[config.mk]
export PLATFORM = sky130hd
export DESIGN_NAME = ro_edge_counter
export DESIGN_NICKNAME = d
export VERILOG_FILES = /design/src/rtl/ro_edge_counter.sv
export SDC_FILE = /design/constraint.sdc
export NUM_CORES = 1
export LEC_CHECK = 0
export BUFFER_PORTS_ARGS = -buffer_cell sky130_fd_sc_hd__buf_2
export CAP_MARGIN = 10
export CORE_ASPECT_RATIO = 1.75
export CORE_MARGIN = 2
export CORE_UTILIZATION = 63
export CTS_CLUSTER_SIZE = 24
export DETAILED_ROUTE_END_ITERATION = 8
export HOLD_SLACK_MARGIN = 0.08
export PLACE_DENSITY_LB_ADDON = 0.08
export SLEW_MARGIN = 25
export SYNTH_ARGS = -nofsm -noshare
export SYNTH_HDL_FRONTEND = slang
export SYNTH_SLANG_ARGS = --single-unit
[constraint.sdc]
create_clock -name i_Clk -period 6.3 [get_ports i_Clk]
set_input_delay 1.575 -clock i_Clk [delete_from_list [all_inputs] [get_ports i_Clk]]
set_output_delay 1.575 -clock i_Clk [all_outputs]
set_load 0.05 [all_outputs]
[src/rtl/ro_edge_counter.sv]
// Ring-oscillator measurement stage: enables the ring, waits for it to settle, then counts
// synchronized rising edges over a programmable window of clock cycles (the V/T sensor code).
module ro_edge_counter #(
    parameter int WINDOW_W      = 16,
    parameter int COUNT_W       = 16,
    parameter int SETTLE_CYCLES = 8
) (
    input  logic                i_Clk,
    input  logic                i_Reset,
    input  logic                i_Start,
    input  logic [WINDOW_W-1:0] i_Window,
    input  logic                i_RO_out,
    output logic                o_RO_Enable,
    output logic                o_RO_Sel,
    output logic                o_Busy,
    output logic                o_Done,
    output logic [COUNT_W-1:0]  o_Count,
    output logic                o_Overflow
);

    typedef enum logic [1:0] {IDLE, SETTLE, COUNT, DONE} state_t;

    localparam logic [7:0]         SETTLE_LAST = 8'(SETTLE_CYCLES - 1);
    localparam logic [COUNT_W-1:0] COUNT_MAX   = '1;

    state_t              state;
    state_t              next_state;
    logic                s1, s2, s3;
    logic                edge_det;
    logic [WINDOW_W-1:0] win_q;
    logic [WINDOW_W-1:0] win_cnt;
    logic [7:0]          settle_cnt;
    logic [COUNT_W-1:0]  edge_cnt;
    logic [COUNT_W-1:0]  cnt_nxt;
    logic                edge_ovf;
    logic                ovf_nxt;

    // Flops preset high to match the idle-high ring, so enabling it never looks like an edge.
    always_ff @(posedge i_Clk or posedge i_Reset) begin
        if (i_Reset) begin
            s1 <= 1'b1;
            s2 <= 1'b1;
            s3 <= 1'b1;
        end else begin
            s1 <= i_RO_out;
            s2 <= s1;
            s3 <= s2;
        end
    end

    assign edge_det = s2 & ~s3;

    always_ff @(posedge i_Clk or posedge i_Reset) begin
        if (i_Reset) begin
            state <= IDLE;
        end else begin
            state <= next_state;
        end
    end

    always_comb begin
        next_state = state;
        case (state)
            IDLE:   if (i_Start) next_state = SETTLE;
            SETTLE: if (settle_cnt == SETTLE_LAST) next_state = (win_q != '0) ? COUNT : DONE;
            COUNT:  if (win_cnt == WINDOW_W'(1)) next_state = DONE;
            DONE:   next_state = IDLE;
            default: next_state = IDLE;
        endcase
    end

    // Saturating edge counter; the next value also feeds the result register so an edge
    // in the final window cycle is not lost.
    always_comb begin
        cnt_nxt = edge_cnt;
        ovf_nxt = edge_ovf;
        if (state == COUNT && edge_det) begin
            if (edge_cnt == COUNT_MAX) begin
                ovf_nxt = 1'b1;
            end else begin
                cnt_nxt = edge_cnt + 1'b1;
            end
        end
    end

    always_ff @(posedge i_Clk or posedge i_Reset) begin
        if (i_Reset) begin
            win_q      <= '0;
            win_cnt    <= '0;
            settle_cnt <= '0;
            edge_cnt   <= '0;
            edge_ovf   <= 1'b0;
            o_Count    <= '0;
            o_Overflow <= 1'b0;
        end else begin
            if (state == IDLE && i_Start) begin
                win_q      <= i_Window;
                settle_cnt <= '0;
                edge_cnt   <= '0;
                edge_ovf   <= 1'b0;
            end else begin
                edge_cnt <= cnt_nxt;
                edge_ovf <= ovf_nxt;
            end
            if (state == SETTLE) begin
                settle_cnt <= settle_cnt + 1'b1;
                win_cnt    <= win_q;
            end
            if (state == COUNT) begin
                win_cnt <= win_cnt - 1'b1;
            end
            if (state != DONE && next_state == DONE) begin
                o_Count    <= cnt_nxt;
                o_Overflow <= ovf_nxt;
            end
        end
    end

    always_comb begin
        o_RO_Enable = (state == SETTLE) || (state == COUNT);
        o_RO_Sel    = (state == SETTLE) || (state == COUNT);
        o_Busy      = (state != IDLE);
        o_Done      = (state == DONE);
    end

endmodule
==> impl_results.md <==
- Longest Clk Path Bufs: 2
- Leak pwr: 2.17 nW
- Clock Sinks: 79
- Rel. slew slack: 0.363
- CP Cell Sequence: inv_1 > ha_1 > buf_4 > buf_2
- Maxcap violations: 0
- Yosys Warn Count: 0
- Post-Synthesis Cells: 410
- PortBufs: 40
- Kind of cell adding the most delay to the critical path: buffers and inverters
- GRT overflow: 0
- Async SR Flop Fraction: 1.00
- Final worst path period share: 0.551
- Crit path launch type: flop
- Hold Fails Final Rpt: 0
- CP max stage delay: 0.45 ns
- Largest cells by area after synthesis: dfrtp_1 (47%), nand2_1 (7.3%), o21ai_0 (3.2%), ha_1 (3.1%), a21oi_1 (2.7%)
- Number of global-route vias before repair: 2997
- Hold buffer count at CTS: 0
- H-tree levels: 3
- Post-CTS Setup Bufs: 0
- Ant diodes: 0
- Flops & latches, synth: 79
- Top-level I/O count: 41
- Cell Pwr Density: 222 nW/um2
- Largest net degree at the start of global routing: 80
- Placed inst area: 4250 um2
- Worst EP arrival: 1.90 ns
- Slowest CP cell: dfrtp_1
- Post-layout instance area: 4440 um2
- Tightest Pin Transition: 0.953 ns
- Die Wd: 64.5 um
- Syn_nets: 440
- Peak Freq: 0.288 GHz
- VDD IR-drop max: 0.000200 V
- Post-Route WL: 8770 um
- Worst setup margin: 2.83 ns
- Syn_area_per_cell: 9.83 um2
- Initial antenna violation count: 0
- Seq/Total Area, Yosys: 0.492
- Global-route wire length before repair: 14300 um
- EDFF count, synth: 0
- Minimum clock period: 3.47 ns
- Post-synth top area share: 0.472
- Final Max Tran Viols: 0
- CTS buffer count: 9
- Num rows: 38
- Syn Std Cell Area: 4030 um2
- Area Growth Syn to Fin: 10.2%
- # nets final: 476
- Tot Pwr: 987 uW
- Status: complete, no violations
- Core Box Area: 6180 um2
- Clock Latency Late Sink: 0.37 ns
- Vias: 3028
- Final setup fails: 0
- Final std cells w/o fill: 531
- Pre-antenna DRT Iters: 5
- CTS tree: built
- Setup TNS after final layout: 0 ns
- Min-Delay Path Class: reg2reg
- DP HPWL: 6230 um
- Root Driver: clkbuf_8
- Clk slew on worst S/H paths: 0.08 ns
- DRC: 0
- Drt initial violations: 188
- Post-Route Skew: 0.0130 ns
- Routed len/inst: 16.5 um
- Crit path required time: 4.72 ns
- DP Worst Slack: 3.05 ns
- CP endpoint kind: primary output
- CP max FO: 35
- Gpl congestion: 0.836
- CTS resizes: 0
- Die Area: 7080 um2
- Buf+Inv Stages, Crit Path: 3
- Crit Path Class: reg2out
- Count of cell types in the netlist: 62
- Placed cell count: 515
- Die Height: 110 um
- Unrepaired setup endpoints after global routing: no
- Top_reg_cell synth: dfrtp_1
- Initial Utilization: 0.652
- Share of layout cells above drive strength 1: 0.211
- Gr usage total: 0.273
- Routed Antenna Nets: 0
- Via/cell ratio: 5.70
- Post-synth top area cell: dfrtp_1
power breakdown:
group          internal [mW]  leakage, nW  switching [mW]
clock network          0.182       0.0904           0.180
registers              0.527        0.985          0.0184
logic                 0.0344         1.09          0.0445
flip-flops by register name (all words and copies together), names as in the netlist:
signal and flops:
o_Count 16, s3 1, edge_ovf 1, state 2, edge_cnt 16, o_Overflow 1, settle_cnt 8, s1 1
win_cnt 16, s2 1, win_q 16
through the flow:
stage	utilization	hold slack [ns]
2_1_floorplan	-	0.345
3_3_place_gp	0.688	0.349
3_5_place_dp	0.688	0.350
4_1_cts	0.718	0.365
5_1_grt	0.718	0.368
6_report	0.718	0.363
cells in the final DEF, fill, tap and decap left out, types with 9 or more instances in the layout:
cell      count
nor2_1       25
buf_2        40
nand2_1      78
dfrtp_1      76
nand4_1       9
a21oi_1      22
and2_1       13
clkbuf_8      9
nand3_1       9
inv_1        16
ha_1         10
o21ai_0      26
metal layers:
| layer | global-route usage | share of wire | vias up |
|---|---|---|---|
| met5 | 0 | 0 | - |
| met4 | 0.160 | 0.032 | 0 |
| met3 | 0.0307 | 0.020 | 17 |
| met2 | 0.522 | 0.57 | 60 |
| met1 | 0.282 | 0.38 | 1458 |
| li1 | - | - | 1493 |
kinds of logic (layout without fill, tap and decap cells):
| kind of cell | count (synthesis) | after routing | synth area share |
|---|---|---|---|
| mux | 22 | 22 | 0.0662 |
| compound gates | 79 | 79 | 0.123 |
| simple gates | 175 | 175 | 0.226 |
| buf+inv | 35 | 76 | 0.0401 |
| fa+ha+maj | 10 | 10 | 0.0311 |
| xor+xnor | 10 | 10 | 0.0217 |
| flops | 79 | 79 | 0.492 |
worst register-to-register path, delay by kind of cell, from the launching register on:
kind / cells / cell delay (ns)
fa+ha+maj: 1 / 0.43
simple gates: 3 / 0.88
compound gates: 2 / 0.81
mux: 1 / 0.42
flops: 1 / 0.45
buf+inv: 1 / 0.15
cell type report:
cell class              count  area, um2
multi-input cells         296       1890
well taps                  80        100
flip-flops and latches     79       1980
clock inverters             4       47.5
fillers                   501       1740
inverters                  17       63.8
clock buffers              12        135
repair buffers             43        226
cells in the mapped netlist (2+ instances only):
cell type	instances
nand2_1	78
dfrtp_1	76
o21ai_0	26
nor2_1	25
a21oi_1	22
inv_1	17
and2_1	13
clkbuf_1	11
ha_1	10
nand3_1	9
nand4_1	9
mux2_2	8
o22ai_1	8
xor2_1	8
mux2_4	7
nor3_1	7
mux2i_1	6
and3_1	5
nor4_1	4
o31ai_1	4
a22o_1	3
dfstp_2	3
nand2b_1	3
o211ai_1	3
a21boi_0	2
a2bb2oi_1	2
a31oi_1	2
buf_1	2
buf_2	2
or3_1	2
xnor2_1	2
path summary, 6_finish.rpt:
path | start | endpoint | slack [ns] | cells after the start
hold / removal | s1 | s2 | 0.36 | 0
max in group asynchronous | i_Reset | win_q[2] | 4.44 | 3
setup / recovery | state[0] | o_RO_Enable | 2.83 | 4
setup reg to reg | state[1] | o_Count[13] | 3.06 | 8
min in group asynchronous | i_Reset | edge_cnt[0] | 1.39 | 3
hold reg to reg | s1 | s2 | 0.36 | 0
No activity file was read; power rests on OpenSTA's default activity.
